**src/rtl/par_check_sink.sv**
```systemverilog
// Checking traffic sink for the parallel NoC: accepts flits under a valid/busy
// handshake, throttles with an LFSR, and checks destination and per-source sequence.
module par_check_sink #(
  parameter int unsigned ID     = 0,
  parameter int unsigned NODES  = 9,
  parameter int unsigned HOSP   = 255,
  parameter int unsigned ADDR_W = 4,
  parameter int unsigned PAY_W  = 16
) (
  input  logic                      clk,
  input  logic                      reset,
  input  logic [PAY_W+ADDR_W-1:0]   data,
  input  logic                      valid,
  output logic                      busy,
  output logic [19:0]               rx_count,
  output logic [15:0]               err_dest_count,
  output logic [15:0]               err_seq_count,
  output logic [ADDR_W-1:0]         last_src,
  output logic [PAY_W-ADDR_W-1:0]   last_seq,
  output logic                      err
);

  localparam int unsigned SEQ_W  = PAY_W - ADDR_W;
  localparam int unsigned DATA_W = PAY_W + ADDR_W;
  localparam int unsigned RX_W   = 20;
  localparam int unsigned ERR_W  = 16;
  localparam int unsigned LFSR_W = 8;

  localparam logic [LFSR_W-1:0] SEED_RAW = {4'(ID), 4'hA};
  localparam logic [LFSR_W-1:0] SEED     = (SEED_RAW == '0) ? 8'h01 : SEED_RAW;

  logic [LFSR_W-1:0] lfsr_q, lfsr_d;
  logic              busy_q, busy_d;
  logic [RX_W-1:0]   rx_q, rx_d;
  logic [ERR_W-1:0]  err_dest_q, err_dest_d;
  logic [ERR_W-1:0]  err_seq_q, err_seq_d;
  logic [ADDR_W-1:0] last_src_q, last_src_d;
  logic [SEQ_W-1:0]  last_seq_q, last_seq_d;
  logic              err_q, err_d;
  logic [SEQ_W-1:0]  exp_q [NODES];
  logic [SEQ_W-1:0]  exp_d [NODES];

  logic [ADDR_W-1:0] dest, src;
  logic [SEQ_W-1:0]  seq, exp_sel;
  logic              accept, src_ok, dest_bad, seq_bad;

  assign dest   = data[ADDR_W-1:0];
  assign src    = data[2*ADDR_W-1:ADDR_W];
  assign seq    = data[DATA_W-1:2*ADDR_W];
  assign accept = valid & ~busy_q;

  // Throttle, field checks and saturating statistics
  always_comb begin
    lfsr_d     = {lfsr_q[LFSR_W-2:0], lfsr_q[7] ^ lfsr_q[5] ^ lfsr_q[4] ^ lfsr_q[3]};
    busy_d     = (lfsr_d > LFSR_W'(HOSP));
    rx_d       = rx_q;
    err_dest_d = err_dest_q;
    err_seq_d  = err_seq_q;
    last_src_d = last_src_q;
    last_seq_d = last_seq_q;
    err_d      = err_q;
    exp_d      = exp_q;
    exp_sel    = '0;
    for (int i = 0; i < int'(NODES); i++) begin
      if (src == ADDR_W'(i)) exp_sel = exp_q[i];
    end
    src_ok   = (32'(src) < NODES);
    dest_bad = (dest != ADDR_W'(ID));
    seq_bad  = !src_ok || (seq != exp_sel);

    if (accept) begin
      rx_d       = (rx_q == '1) ? rx_q : rx_q + RX_W'(1);
      last_src_d = src;
      last_seq_d = seq;
      if (dest_bad) err_dest_d = (err_dest_q == '1) ? err_dest_q : err_dest_q + ERR_W'(1);
      if (seq_bad)  err_seq_d  = (err_seq_q == '1) ? err_seq_q : err_seq_q + ERR_W'(1);
      if (dest_bad || seq_bad) err_d = 1'b1;
      // Table resynchronises to the received sequence even after an error
      for (int i = 0; i < int'(NODES); i++) begin
        if (src_ok && (src == ADDR_W'(i))) exp_d[i] = seq + SEQ_W'(1);
      end
    end
  end

  always_ff @(posedge clk or negedge reset) begin
    if (!reset) begin
      lfsr_q     <= SEED;
      busy_q     <= 1'b1;
      rx_q       <= '0;
      err_dest_q <= '0;
      err_seq_q  <= '0;
      last_src_q <= '0;
      last_seq_q <= '0;
      err_q      <= 1'b0;
      for (int i = 0; i < int'(NODES); i++) exp_q[i] <= '0;
    end else begin
      lfsr_q     <= lfsr_d;
      busy_q     <= busy_d;
      rx_q       <= rx_d;
      err_dest_q <= err_dest_d;
      err_seq_q  <= err_seq_d;
      last_src_q <= last_src_d;
      last_seq_q <= last_seq_d;
      err_q      <= err_d;
      for (int i = 0; i < int'(NODES); i++) exp_q[i] <= exp_d[i];
    end
  end

  assign busy           = busy_q;
  assign rx_count       = rx_q;
  assign err_dest_count = err_dest_q;
  assign err_seq_count  = err_seq_q;
  assign last_src       = last_src_q;
  assign last_seq       = last_seq_q;
  assign err            = err_q;

endmodule

```
**config.mk**
```make
export PLATFORM = sky130hd
export DESIGN_NAME = par_check_sink
export DESIGN_NICKNAME = d
export VERILOG_FILES = /design/src/rtl/par_check_sink.sv
export SDC_FILE = /design/constraint.sdc
export NUM_CORES = 1
export LEC_CHECK = 0
export BUFFER_PORTS_ARGS = -buffer_cell sky130_fd_sc_hd__buf_4
export CAP_MARGIN = 40
export CORE_MARGIN = 10
export CORE_UTILIZATION = 40
export CTS_BUF_LIST = sky130_fd_sc_hd__clkbuf_4
export CTS_CLUSTER_DIAMETER = 60
export CTS_CLUSTER_SIZE = 12
export DETAILED_ROUTE_END_ITERATION = 10
export HOLD_SLACK_MARGIN = 0.02
export PLACE_DENSITY = 0.63
export RECOVER_POWER = 50
export SLEW_MARGIN = 20
export SYNTH_ARGS = -nofsm -noshare
export SYNTH_HDL_FRONTEND = slang
export SYNTH_SLANG_ARGS = --single-unit
```
**constraint.sdc**
```tcl
create_clock -name clk -period 7.4 [get_ports clk]
set_input_delay 0.37 -clock clk [delete_from_list [all_inputs] [get_ports clk]]
set_output_delay 0.37 -clock clk [all_outputs]
set_load 0.005 [all_outputs]
```
==> load_flow_metrics.sql, run 1 <==
INSERT INTO impl_metrics (metric_group, metric, value, unit) VALUES
('yosys', 'ys_seq_elements', '178', ''),
('yosys', 'synth-seq-area-share', '51.6', '%'),
('global_route', 'globalRouteMet2Util', '24.5', '%'),
('critical_path', 'critical_path.cell_chain', 'dlygate4sd3_1, clkbuf_1, clkbuf_1', ''),
('drt', 'ant_nets', '0', ''),
('floorplanning', 'die_x', '167', 'um'),
('sta', 'worstMarginPinSlew', '2.54', 'ns'),
('sta', 'finalSetupViolations', '0', ''),
('cells_and_area', 'layout.cells.most_common_list', '177 x sky130_fd_sc_hd__dfrtp_1, 159 x sky130_fd_sc_hd__nand2_1, 89 x sky130_fd_sc_hd__o21ai_0', ''),
('sta', 'slew_headroom', '-69.3', '%'),
('worst_hold_path', 'hold_end', 'last_seq[2]', ''),
('critical_path', 'setup.reg_to_reg.worst_slack', '4.06', 'ns'),
('sta', 'grt_setup_unrepaired', 'no', ''),
('sta', 'fmax', '268', 'MHz'),
('yosys', 'syn_avg_cell_area', '9.77', 'um2'),
('outcome', 'violations_in_the_final_reports', 'max-capacitance violations, max-slew violations', ''),
('floorplanning', 'die_height', '167', 'um'),
('drt', 'drt_first_iter_violations', '511', ''),
('cells_and_area', 'layout-area-overhead-vs-synth', '14.9', '%'),
('outcome', 'run_status', 'complete, but fails checks', ''),
('clock_tree', 'post_cts_resize_count', '0', ''),
('sta', 'setup-tns-final', '0', 'ns'),
('clock_tree', 'numClockSinks', '178', ''),
('worst_hold_path', 'holdCritStartpoint', 'data[10]', ''),
('critical_path', 'worst_setup_path_end_kind', 'async pin', ''),
('critical_path', 'criticalPathCategory', 'in2async', ''),
('yosys', 'synth_fp_nets', '911', ''),
('global_route', 'routing_usage_on_met1', '21.3', '%'),
('clock_tree', 'tritoncts', 'built', ''),
('power_and_ir_drop', 'power.total', '2.33', 'mW'),
('critical_path', 'critPathArrivalTime', '4.11', 'ns'),
('sta', 'whs', '0.0712', 'ns'),
('drt', 'totalWireLength', '21.8', 'mm'),
('global_route', 'global_route.usage.met3', '3.53', '%'),
('job', 'drv.max_cap_violation_count', '2', ''),
('floorplanning', 'effective_utilization_at_floorplan', '40.8', '%'),
('sta', 'report.final.hold_viol_count', '0', ''),
('drt', 'post_dr_vias_cell', '5.27', ''),
('yosys', 'synthCells', '884', ''),
('yosys', 'yosys_warnings', '0', ''),
('critical_path', 'critPathMostFrequentCell', 'sky130_fd_sc_hd__clkbuf_1', ''),
('clock_tree', 'cts_max_path_buffers', '2', ''),
('yosys', 'synth_edf_count', '0', ''),
('cells_and_area', 'final_non_filler_cell_area', '9920', 'um2'),
('yosys', 'synth-main-ff-cell', 'sky130_fd_sc_hd__dfrtp_1', ''),
('sta', 'finalMaxSlewViolations', '76', ''),
('critical_path', 'rr_worst_depth', '5', ''),
('clock_tree', 'clkTransAtPathRegs', '0.15', 'ns'),
('floorplanning', 'floorplan.rows', '53', ''),
('global_route', 'overall_fraction_of_global_route_tracks_in_use', '15.8', '%'),
('placement', 'placed_cell_area', '9570', 'um2'),
('cells_and_area', 'post_route_cells_drive_above_1_share', '17.1', '%'),
('worst_hold_path', 'worst_hold_path_type', 'in2reg', ''),
('clock_tree', 'cts_h_tree_depth', '4', ''),
('floorplanning', 'die_area', '27900', 'um2'),
('global_route', 'grt_pass1_vias', '6613', ''),
('placement', 'globalplace.congestion', '0.864', ''),
('critical_path', 'critical_path.reg2reg.startpoint', 'busy', ''),
('critical_path', 'r2r_end', 'exp_q[37]', ''),
('drt', 'vias', '6624', ''),
('placement', 'port_buffers', '92', ''),
('critical_path', 'data_required_time_at_the_worst_endpoint', '7.78', 'ns'),
('sta', 'finalCriticalPeriod', '3.73', 'ns'),
('power_and_ir_drop', 'power_density', '235', 'nW/um2'),
('global_route', 'grt_remaining_overflow', '0', ''),
('cells_and_area', 'layout.cells.most_common', 'sky130_fd_sc_hd__dfrtp_1', ''),
('floorplanning', 'core_area', '21200', 'um2'),
('critical_path', 'critical_path.max_fanout', '43', ''),
('power_and_ir_drop', 'ir_worst_vdd', '0.0815', 'mV'),
('clock_tree', 'clkLatencyLatePin', '0.59', 'ns'),
('critical_path', 'critical_path.max_stage_delay', '1.80', 'ns');
-- synth_stat cells (all sizes together) (4+ instances only) --
library cell | count | area [um2]
a211o | 5 | 43.8
a211oi | 5 | 37.5
a21oi | 45 | 225
a22oi | 5 | 37.5
a31oi | 5 | 31.3
and3 | 11 | 68.8
buf | 23 | 165
clkbuf | 28 | 105
dfrtp | 177 | 4430
ha | 4 | 50.1
inv | 12 | 45.0
mux2 | 19 | 218
mux2i | 24 | 240
nand2 | 159 | 597
nand2b | 5 | 31.3
nand3 | 40 | 200
nand3b | 4 | 30.0
nand4 | 10 | 62.6
nor2 | 61 | 229
nor2b | 7 | 43.8
nor3 | 15 | 91.3
nor4 | 10 | 103
o21ai | 91 | 455
or3 | 6 | 37.5
xnor2 | 41 | 359
xor2 | 25 | 219
-- sequential cells by signal (all words and copies together), names as in the netlist --
register        cells
exp_q             108
rx_count           20
err_dest_count     16
err_seq_count      16
last_seq           12
last_src            4
busy                1
err                 1
-- worst max-delay path by stage --
stage	start	end	cells after the start
after global routing	reset	err_seq_count[1]	3
after global placement	data[4]	err_seq_count[1]	10
after floorplan	data[5]	err_seq_count[1]	11
after CTS	data[4]	err_seq_count[1]	10
final	reset	err_seq_count[1]	3
after detailed placement	data[4]	err_seq_count[1]	10
-- report_power, final --
group          internal, mW  switching [mW]  total, mW
Clock                 0.151           0.390      0.541
Combinational         0.247           0.253      0.499
Sequential             1.15           0.140       1.29
-- cells by family after synthesis --
logic type | Yosys count | share of synthesized area, %
XOR/XNOR | 66 | 6.70
AO/OA/AOI/OAI | 179 | 12.0
other | 1 | 0.0434
adder cells (fa/ha/maj) | 4 | 0.580
AND/OR/NAND/NOR | 347 | 19.4
flip-flops | 178 | 51.6
buffers and inverters | 63 | 3.65
multiplexers | 46 | 6.09
-- per-stage QoR --
step | util [%] | worst slack [ns]
2_1_floorplan | - | 4.78
3_3_place_gp | 44.7 | 3.69
3_5_place_dp | 45.3 | 3.64
4_1_cts | 47.0 | 4.27
5_1_grt | 46.9 | 2.95
6_report | 46.9 | 3.67
-- layout make-up --
class	instances	area (um2)
multi-input cells	643	3870
flip-flops and latches	178	4460
repair buffers	116	936
well taps	275	344
inverters	12	45.0
clock buffers	17	128
fillers	2012	11200
diodes	1	2.50
clock inverters	15	143
-- routing by layer --
metal / share of wire (%) / vias up
met2: 46 / 179
li1: - / 3239
met3: 6.1 / 26
met4: 1.9 / 0
met5: 0 / -
met1: 46 / 3180
-- critical path, delay by kind of cell --
family,cells,cell delay (ns)
buf+inv,3,3.72
(Power assumes the default switching activity.)
==> inputs of run 2 (changes only) <==
Settings changed: ABC_AREA from default to 1.
Clock period 7.4 ns to 3.72 ns, I/O delays scaled along.
==> run 2 against run 1 <==
The flow still finishes with violations (max-capacitance violations, max-slew violations); clock power increased by 100%; register-to-register slack got worse by 3.0 ns; synthesized cell count increased by 23%; critical path depth increased by 14; combinational power increased by 72%; utilization increased by 0.79 points; synthesized area increased by 0.45%; critical path type is now in2reg; largest power group unchanged.
==> load_flow_metrics.sql, run 2 <==
INSERT INTO impl_metrics (metric_group, metric, value, unit) VALUES
('floorplanning', 'core_area', '21200', 'um2'),
('yosys', 'synth-seq-area-share', '51.4', '%'),
('sta', 'setup-tns-final', '0', 'ns'),
('power_and_ir_drop', 'power_switching', '1.43', 'mW'),
('power_and_ir_drop', 'power.internal', '3.04', 'mW'),
('clock_tree', 'clkTransAtPathRegs', '0.14', 'ns'),
('drt', 'detail_route.wirelength.met1', '11.0', 'mm'),
('yosys', 'share_of_synthesized_registers_carrying_an_async_set_or_reset', '100', '%'),
('floorplanning', 'die_area', '28000', 'um2'),
('critical_path', 'r2r_end', 'err_dest_count[15]', ''),
('critical_path', 'critPathArrivalTime', '3.43', 'ns'),
('critical_path', 'critPathLaunch', 'data[7]', ''),
('drt', 'drt_pass1_iterations', '5', ''),
('floorplanning', 'floorplan.rows', '53', ''),
('worst_hold_path', 'worst_hold_path_type', 'in2reg', ''),
('clock_tree', 'cts_h_tree_depth', '4', ''),
('job', 'drv.max_cap_violation_count', '1', ''),
('clock_tree', 'clkLatencyLatePin', '0.57', 'ns'),
('sta', 'finalCriticalPeriod', '2.93', 'ns'),
('yosys', 'synth_edf_count', '0', ''),
('outcome', 'run_status', 'complete, but fails checks', ''),
('power_and_ir_drop', 'static_leakage_power', '4.97', 'nW'),
('yosys', 'yosys_warnings', '0', ''),
('yosys', 'synthDominantCellAreaShare', '51.1', '%'),
('sta', 'finalSetupViolations', '0', ''),
('cells_and_area', 'fill_cells', '2091', ''),
('sta', 'worstMarginPinSlew', '1.92', 'ns'),
('drt', 'route.top_layer_used', 'met4', ''),
('cells_and_area', 'final_nets', '1232', ''),
('yosys', 'syn_area', '8670', 'um2'),
('global_route', 'antenna_found_initial', '1', ''),
('drt', 'detail_route.drc_violations', '0', ''),
('yosys', 'syn_avg_cell_area', '7.97', 'um2'),
('drt', 'drt_first_iter_violations', '578', ''),
('cells_and_area', 'layout.cells.most_common_list', '369 x sky130_fd_sc_hd__nand2_1, 177 x sky130_fd_sc_hd__dfrtp_1, 123 x sky130_fd_sc_hd__o21ai_0', ''),
('yosys', 'synth-main-ff-cell', 'sky130_fd_sc_hd__dfrtp_1', ''),
('placement', 'globalplace.congestion', '0.862', ''),
('yosys', 'synthCells', '1088', ''),
('global_route', 'grt_remaining_overflow', '0', ''),
('sta', 'grt_setup_unrepaired', 'no', ''),
('sta', 'timing.final.ws_setup', '0.792', 'ns'),
('outcome', 'violations_in_the_final_reports', 'max-capacitance violations, max-slew violations', ''),
('global_route', 'overall_fraction_of_global_route_tracks_in_use', '15.9', '%'),
('drt', 'met2_wl_post_dr', '9.89', 'mm'),
('floorplanning', 'num_io_pins', '93', ''),
('clock_tree', 'number_of_cts_inserted_buffers', '17', ''),
('power_and_ir_drop', 'ir_worst_vdd', '0.196', 'mV'),
('floorplanning', 'die_x', '167', 'um'),
('yosys', 'yosys.cell_types.count', '36', ''),
('placement', 'place_hpwl', '16.4', 'mm'),
('critical_path', 'crit_slowest_cell', 'sky130_fd_sc_hd__dlygate4sd3_1', ''),
('power_and_ir_drop', 'power_density', '443', 'nW/um2'),
('critical_path', 'setup.reg_to_reg.worst_slack', '1.08', 'ns'),
('cells_and_area', 'final_util', '47.7', '%'),
('critical_path', 'critical_path.max_fanout', '18', ''),
('sta', 'slew_headroom', '-27.8', '%'),
('drt', 'routedWlPerCell', '14.8', 'um'),
('critical_path', 'data_required_time_at_the_worst_endpoint', '4.23', 'ns'),
('drt', 'post_dr_vias_cell', '4.89', ''),
('global_route', 'grt_pass1_vias', '7108', ''),
('critical_path', 'crit_path_launch_type', 'input port', ''),
('global_route', 'grt_pass1_wl', '37.1', 'mm'),
('cells_and_area', 'largest_register_ffs', '108', ''),
('cells_and_area', 'max_flop_register', 'exp_q', ''),
('power_and_ir_drop', 'share_comb_of_total_power', '19.2', '%'),
('critical_path', 'criticalPathCategory', 'in2reg', ''),
('critical_path', 'cp-endpoint', 'err_seq_count[11]', ''),
('drt', 'vias', '7305', ''),
('drt', 'wl_met3', '990', 'um'),
('sta', 'period_share', '78.7', '%'),
('yosys', 'synth_fp_nets', '1115', ''),
('critical_path', 'critical-path-top-delay-family', 'simple AND/OR/NAND/NOR gates', ''),
('cells_and_area', 'layoutNonFillerInstCount', '1495', ''),
('yosys', 'synth_top_cells_by_area', 'sky130_fd_sc_hd__dfrtp_1 51%, sky130_fd_sc_hd__nand2_1 16%, sky130_fd_sc_hd__o21ai_0 7.1%', ''),
('drt', 'totalWireLength', '22.2', 'mm'),
('clock_tree', 'tritoncts', 'built', ''),
('yosys', 'ys_seq_elements', '178', ''),
('sta', 'timing.clock.skew', '0.0279', 'ns'),
('power_and_ir_drop', 'clk_network_pwr_share', '24.7', '%'),
('clock_tree', 'clock_tree.root_cell', 'sky130_fd_sc_hd__clkbuf_4', ''),
('clock_tree', 'numClockSinks', '178', ''),
('placement', 'placed_cells_incl_taps', '1439', ''),
('floorplanning', 'effective_utilization_at_floorplan', '41.0', '%'),
('power_and_ir_drop', 'part_of_the_total_power_dissipated_in_sequential_elements', '56.1', '%'),
('cells_and_area', 'layout.cells.most_common', 'sky130_fd_sc_hd__nand2_1', ''),
('critical_path', 'worstSetupPathDepth', '17', ''),
('power_and_ir_drop', 'power.total', '4.47', 'mW'),
('power_and_ir_drop', 'netSwitchingFraction', '32.0', '%'),
('cells_and_area', 'layout-area-overhead-vs-synth', '16.3', '%'),
('clock_tree', 'cts_max_path_buffers', '2', ''),
('sta', 'fmax', '342', 'MHz'),
('yosys', 'synth.most_common_cell', 'sky130_fd_sc_hd__nand2_1', ''),
('yosys', 'netlist_top_cells_count', '369 x sky130_fd_sc_hd__nand2_1, 177 x sky130_fd_sc_hd__dfrtp_1, 123 x sky130_fd_sc_hd__o21ai_0, 113 x sky130_fd_sc_hd__inv_1, 80 x sky130_fd_sc_hd__nand3_1', ''),
('critical_path', 'critPathMostFrequentCell', 'sky130_fd_sc_hd__nand2_1', ''),
('drt', 'ant_nets', '0', ''),
('cells_and_area', 'post_route_cells_drive_above_1_share', '10.8', '%'),
('sta', 'finalMaxSlewViolations', '36', ''),
('yosys', 'yosys.area.top_type', 'sky130_fd_sc_hd__dfrtp_1', ''),
('placement', 'pre_cts_ws', '0.766', 'ns'),
('critical_path', 'critical_path.reg2reg.startpoint', 'err_dest_count[0]', ''),
('critical_path', 'critical_path.cell_chain', 'dlygate4sd3_1, buf_4, nor2_2, nand2_1, clkinv_1, nand2_1, nand4_1, nand2_1, nand2_1, nand2_1, nor2_1, nand2_1, nor2_2, nand3_4, nand2_4, nand2_1, nand2_1', ''),
('global_route', 'grt_max_degree', '87', ''),
('critical_path', 'path_buf_inv', '3', ''),
('sta', 'report.final.hold_viol_count', '0', ''),
('placement', 'port_buffers', '92', ''),
('critical_path', 'rr_worst_depth', '14', ''),
('critical_path', 'worst_setup_path_end_kind', 'flop', ''),
('critical_path', 'critical_path.max_stage_delay', '0.55', 'ns'),
('clock_tree', 'post_cts_resize_count', '0', ''),
('floorplanning', 'die_height', '167', 'um');
## run 2: changes by cell type after synthesis, moves of 24 or more
| cell | before | now |
|---|---|---|
| sky130_fd_sc_hd__mux2i_1 | 24 | 0 |
| sky130_fd_sc_hd__nand2_1 | 159 | 369 |
| sky130_fd_sc_hd__a21oi_1 | 45 | 4 |
| sky130_fd_sc_hd__o21ai_0 | 89 | 123 |
| sky130_fd_sc_hd__inv_1 | 12 | 113 |
| sky130_fd_sc_hd__xnor2_1 | 41 | 16 |
| sky130_fd_sc_hd__nand3_1 | 40 | 80 |
## run 2: through the flow
stage	cell area (um2)	hold WS (ns)
global placement	9650	0.305
finish	10100	0.114
CTS	10100	0.0857
global route	10100	0.0992
detailed placement	9670	0.307
floorplan	8670	-0.110
## run 2: worst min-delay path: stages
cell	delay (ns)
sky130_fd_sc_hd__buf_4	0.08
sky130_fd_sc_hd__nand2_1	0.10
sky130_fd_sc_hd__nor2_1	0.16
sky130_fd_sc_hd__nor2_1	0.06
sky130_fd_sc_hd__nand2_1	0.06
## run 2: layer usage
| metal | vias to the layer above | track usage (%) |
|---|---|---|
| li1 | 3695 | - |
| met1 | 3435 | 22.2 |
| met2 | 155 | 24.7 |
| met3 | 20 | 2.90 |
| met4 | 0 | 4.28 |
| met5 | - | 0 |
## run 2: cells by family after synthesis
| family | count (synthesis) | synth area share [%] |
|---|---|---|
| mux | 1 | 0.130 |
| simple gates | 567 | 27.8 |
| buf+inv | 150 | 6.77 |
| compound gates | 130 | 7.55 |
| xor+xnor | 57 | 5.76 |
| other cells | 1 | 0.0432 |
| flops | 178 | 51.4 |
| fa+ha+maj | 4 | 0.577 |
## run 2: cell type report
type                            count  area (um2)  area share (%)
Sequential cell                   178        4460            44.2
Antenna cell                        2        5.00          0.0496
Timing Repair Buffer              125         911            9.03
Clock buffer                       17         128            1.26
Clock inverter                     15         155            1.54
Tap cell                          275         344            3.41
Multi-Input combinational cell    760        3630            36.0
Inverter                          123         462            4.58
## run 2: worst min path at each step
stage                     startpoint         to  cells past startpoint
final                          valid        err                      5
after global routing           valid        err                      5
after CTS                      valid        err                      5
after detailed placement       reset  exp_q[10]                      1
after global placement         reset  exp_q[10]                      1
after floorplan                reset        err                      0
## run 2: what timing repair did
| item | in CTS | in global routing |
|---|---|---|
| endpoints found under the hold margin | 109 | 8 |
| hold buffers | 19 | 1 |
| setup buffers | 0 | 0 |
## run 2: power by group through the flow
stage / Clock, mW / Sequential (mW) / Combinational, mW
after floorplan: 0 / 2.50 / 0.491
after global placement: 0 / 2.54 / 0.871
after detailed placement: 0 / 2.54 / 0.892
after CTS: 1.15 / 2.51 / 0.910
after global routing: 1.22 / 2.56 / 0.998
final: 1.10 / 2.51 / 0.857
